$ cat src/rtl/bit_serializer.sv
// bit_serializer: parallel-to-serial converter with a one-word holding buffer.
//
// A word is accepted when din_valid and din_ready are both high at a rising
// clock edge. Its first bit appears on sout in the next cycle, and the rest
// follow one per clock. A second word can wait in the holding register, so a
// producer that keeps din_valid high gets a gap-free bitstream.
//
// Parameters:
//   WIDTH     - parallel word width (>= 2)
//   MSB_FIRST - 1: MSB shifted out first, 0: LSB first
//   IDLE_BIT  - sout level while no word is being shifted
//
// Ports:
//   clk        - clock; all state changes on the rising edge
//   reset      - asynchronous, active-low reset
//   din        - parallel word from the producer
//   din_valid  - din holds a word to transfer
//   din_ready  - block can accept a word this cycle (registered, not a function of din_valid)
//   sout       - registered serial bit
//   busy       - sout is carrying a data bit
//   frame_done - sout is carrying the last bit of a word
module bit_serializer #(
  parameter int WIDTH     = 8,
  parameter int MSB_FIRST = 1,
  parameter int IDLE_BIT  = 0
) (
  input  logic             clk,
  input  logic             reset,
  input  logic [WIDTH-1:0] din,
  input  logic             din_valid,
  output logic             din_ready,
  output logic             sout,
  output logic             busy,
  output logic             frame_done
);

  localparam int            CW       = $clog2(WIDTH);
  localparam logic [CW-1:0] LAST     = CW'(WIDTH - 1);
  localparam logic          IDLE_LVL = (IDLE_BIT != 0);

  localparam logic [1:0] IDLE  = 2'b00;
  localparam logic [1:0] SHIFT = 2'b01;

  logic [1:0]       state;
  logic [WIDTH-1:0] shreg;
  logic [WIDTH-1:0] hold;
  logic [CW-1:0]    cnt;
  logic             hold_full;
  logic             sout_r;
  logic             transfer;

  // Bit that leaves first for a given word.
  function automatic logic first_bit(input logic [WIDTH-1:0] w);
    return (MSB_FIRST != 0) ? w[WIDTH-1] : w[0];
  endfunction

  // Word with its first-out bit removed, remaining bits moved toward the
  // output end.
  function automatic logic [WIDTH-1:0] drop_first(input logic [WIDTH-1:0] w);
    return (MSB_FIRST != 0) ? {w[WIDTH-2:0], 1'b0} : {1'b0, w[WIDTH-1:1]};
  endfunction

  assign din_ready  = ~hold_full;
  assign transfer   = din_valid & ~hold_full;
  assign sout       = sout_r;
  assign busy       = (state == SHIFT);
  assign frame_done = (state == SHIFT) && (cnt == LAST);

  // sout is driven straight from a register. When a word is loaded, its first
  // bit goes to sout_r, and the shifter keeps only the bits still to be sent.
  // This gives a one-clock latency from transfer to first bit.
  always_ff @(posedge clk or negedge reset) begin
    if (!reset) begin
      state     <= IDLE;
      shreg     <= '0;
      hold      <= '0;
      cnt       <= '0;
      hold_full <= 1'b0;
      sout_r    <= IDLE_LVL;
    end else begin
      case (state)
        IDLE: begin
          cnt <= '0;
          if (transfer) begin
            sout_r <= first_bit(din);
            shreg  <= drop_first(din);
            state  <= SHIFT;
          end else begin
            sout_r <= IDLE_LVL;
          end
        end

        SHIFT: begin
          if (cnt != LAST) begin
            sout_r <= first_bit(shreg);
            shreg  <= drop_first(shreg);
            cnt    <= cnt + CW'(1);
            if (transfer) begin
              hold      <= din;
              hold_full <= 1'b1;
            end
          end else begin
            // Last bit of the word is on sout. Start the next word without a
            // gap: take the held word if there is one, else a word being
            // offered right now, else go idle.
            cnt <= '0;
            if (hold_full) begin
              sout_r    <= first_bit(hold);
              shreg     <= drop_first(hold);
              hold_full <= 1'b0;
            end else if (transfer) begin
              sout_r <= first_bit(din);
              shreg  <= drop_first(din);
            end else begin
              sout_r <= IDLE_LVL;
              state  <= IDLE;
            end
          end
        end

        default: begin
          state     <= IDLE;
          cnt       <= '0;
          hold_full <= 1'b0;
          sout_r    <= IDLE_LVL;
        end
      endcase
    end
  end

endmodule

$ cat config.mk
export PLATFORM = sky130hd
export DESIGN_NAME = bit_serializer
export DESIGN_NICKNAME = d
export VERILOG_FILES = /design/src/rtl/bit_serializer.sv
export SDC_FILE = /design/constraint.sdc
export NUM_CORES = 1
export LEC_CHECK = 0
export CAP_MARGIN = 10
export CORE_UTILIZATION = 45
export DETAILED_ROUTE_END_ITERATION = 12
export PLACE_DENSITY_LB_ADDON = 0.2
export SYNTH_ARGS = -nofsm -noshare
export SYNTH_HDL_FRONTEND = slang
export SYNTH_SLANG_ARGS = --single-unit
$ cat constraint.sdc
create_clock -name clk -period 4.1 [get_ports clk]
set_input_delay 0.41 -clock clk [delete_from_list [all_inputs] [get_ports clk]]
set_output_delay 0.41 -clock clk [all_outputs]
set_load 0.02 [all_outputs]
==> metrics.txt <==
vias per cell 5.605; initial core utilization 0.5006; WP data required 3.69 ns; CP max FO 13; r2r setup slk 2.26 ns; maximum vdd drop 0.4894 mV; Setup crit start kind flip-flop; crit share post-route 0.6097; path type of the worst setup path flip-flop to output pin; die height 49.90 microns; HPWL after DPL 1253 microns; Total GRT Usage 0.1747; P&R area growth vs syn 19.64%; FFs w/ async S/R, synth 1.000; most frequent cell after synthesis dfrtp_1; hold path cells 1; Routed Antenna Nets 0; vias in the first global route 700; final setup vio count 0; CTS tree yes; root buf cell clkbuf_4; fin area 1235 sq um; placement row count 16; syn avg cell area 11.73 sq um; Worst Max-Slew Pin Slew 0.9615 ns; post-synth net total 102; Pwr per Cell Area 736.8 nW/um^2; commonest cells in the netlist 22 x dfrtp_1, 17 x nand2_1, 8 x mux2_4, 8 x o22ai_1, 7 x a32oi_1; setup TNS 0 ns; Tightest Hold Check Type flip-flop to flip-flop; die width 49.90 microns; initial DRC count 19; grt met3 use 0.04630; met1 Track Usage GR 0.2315; top post-synthesis cells by area dfrtp_1 53%, mux2_4 12%, nand2_1 6.2%; fill cell count 180; Core Area 2062 sq um; RR Endpoint hold[0]; CTS clock-pin slew for the worst setup and hold paths 0.12 ns; Synth top area share 0.5333; main flop type after synthesis dfrtp_1; Die ar. 2490 sq um; share of cells above drive strength 1 0.1471; FF-to-FF Start cnt[0]; Multi-input gate area 446.7 sq um; hold_buf cts 0; Pre-Repair DR Iteration Count 4; RSZ-0062 raised after global routing no; FMAX 400.0 MHz; crit path time final 2.500 ns; DR DRC count 0; CTS H-tree depth 1; largest net degree at the start of global routing 23; cell taking the most area after synthesis dfrtp_1; Hold Path Sink cnt[0]; Final Util 0.5989; Worst Hold Launch cnt[0]; Unique masters post-synth 21; GR peak layer met2; Synth Instances 88; Setup Fix Bufs, Post-CTS 0; CTS sink cnt 22; Seq cells post-synth 22; Worst Clk Skew 0.006175 ns; relative slew slack 0.3570; Synth Cell Area 1032 sq um; leakage 0.5415 nW; I/O pin count 15; worst-skew pair later-pin latency 0.31 ns; Pins Over Slew Limit 0; grt met2 use 0.2635; WL/cell 14.29 microns; FF/Latch Area 550.5 sq um; pre-CTS setup slack 1.936 ns; Max Cap Viol 0; Ant. Diodes 0; Final Hold Viols 0; layout net count 117; DP Area 1182 sq um; antenna violations before repair 0; PortBufs 14; Post-synth EDFFs 0; Arr. time, crit path 2.09 ns; via count of the routed design 723; Setup WS post-layout 1.600 ns; first-pass GRT wire length 3229 microns; Ys Warns 0; TritonCTS Buffers 3; CP Capture Type output pin; Detailed Route WL 1844 microns; Final Power 0.9099 mW; CTS resizes 0; placer congestion estimate 0.7738; Reg2Reg Depth 5; status completed; sequential share of the synthesized area 0.5333; clk buf depth 2; Congestion Overflow GR 0
-- per-layer routing --
metal,vias to the layer above,share of wire
li1,341,-
met1,346,0.47
met2,27,0.44
met3,9,0.064
met4,0,0.023
met5,-,0
-- power breakdown --
| group | internal (mW) | switching (mW) | leakage, nW | total, mW |
|---|---|---|---|---|
| registers | 0.320 | 0.0670 | 0.259 | 0.387 |
| clock network | 0.0988 | 0.0665 | 0.0279 | 0.165 |
| logic | 0.196 | 0.162 | 0.255 | 0.358 |
-- layout by cell type (no fill, tap or decap), drive strengths merged --
cell type	netlist	layout
dfrtp	22	22
nand2	17	17
clkdlybuf4s50	0	14
o22ai	8	8
mux2	8	8
a32oi	7	7
nor2	5	5
inv	3	3
and2	3	3
ha	3	3
clkbuf	2	3
o21ai	2	2
nand2b	2	2
nor2b	1	1
and3	1	1
a21bo	1	1
a22oi	1	1
bufinv	0	1
-- layout make-up --
| type | instances | area share |
|---|---|---|
| multi-input cells | 59 | 0.3617 |
| clock buffers | 3 | 0.01824 |
| inverters | 3 | 0.009119 |
| repair buffers | 14 | 0.1135 |
| flip-flops and latches | 22 | 0.4458 |
| well taps | 27 | 0.02736 |
| clock inverters | 1 | 0.02432 |
-- worst max path at each step --
stage                start    endpoint  cells after the start
floorplan           cnt[0]  frame_done                      4
detailed placement  cnt[0]  frame_done                      4
global placement    cnt[0]  frame_done                      4
global route        cnt[0]  frame_done                      4
CTS                 cnt[0]  frame_done                      4
finish              cnt[0]  frame_done                      4
-- registers in the layout (all words and copies together), names as in the netlist --
name	flops
cnt	3
hold	8
hold_full	1
shreg	8
sout	1
state	1
-- worst max-delay path, cell delays in order (launching register included) --
cell and delay [ns]:
dfrtp_1 0.37, ha_1 0.17, ha_1 0.42, and2_1 0.21, clkdlybuf4s50_1 0.60
-- stage by stage --
| step | cells | hold slack [ns] |
|---|---|---|
| 3_3_place_gp | 125 | 0.4173 |
| 6_report | 129 | 0.4462 |
| 3_5_place_dp | 125 | 0.4324 |
| 4_1_cts | 129 | 0.4493 |
| 5_1_grt | 129 | 0.4786 |
| 2_1_floorplan | 88 | 0.1144 |
-- kinds of logic (layout without fill, tap and decap cells) --
kind of cell	after synthesis	count (layout)	share of synthesized area
compound gates	19	19	0.1345
flops	22	22	0.5333
mux	8	8	0.1164
simple gates	29	29	0.1455
buf+inv	7	21	0.03394
fa+ha+maj	3	3	0.03637
No activity file was read; power rests on OpenSTA's default activity.
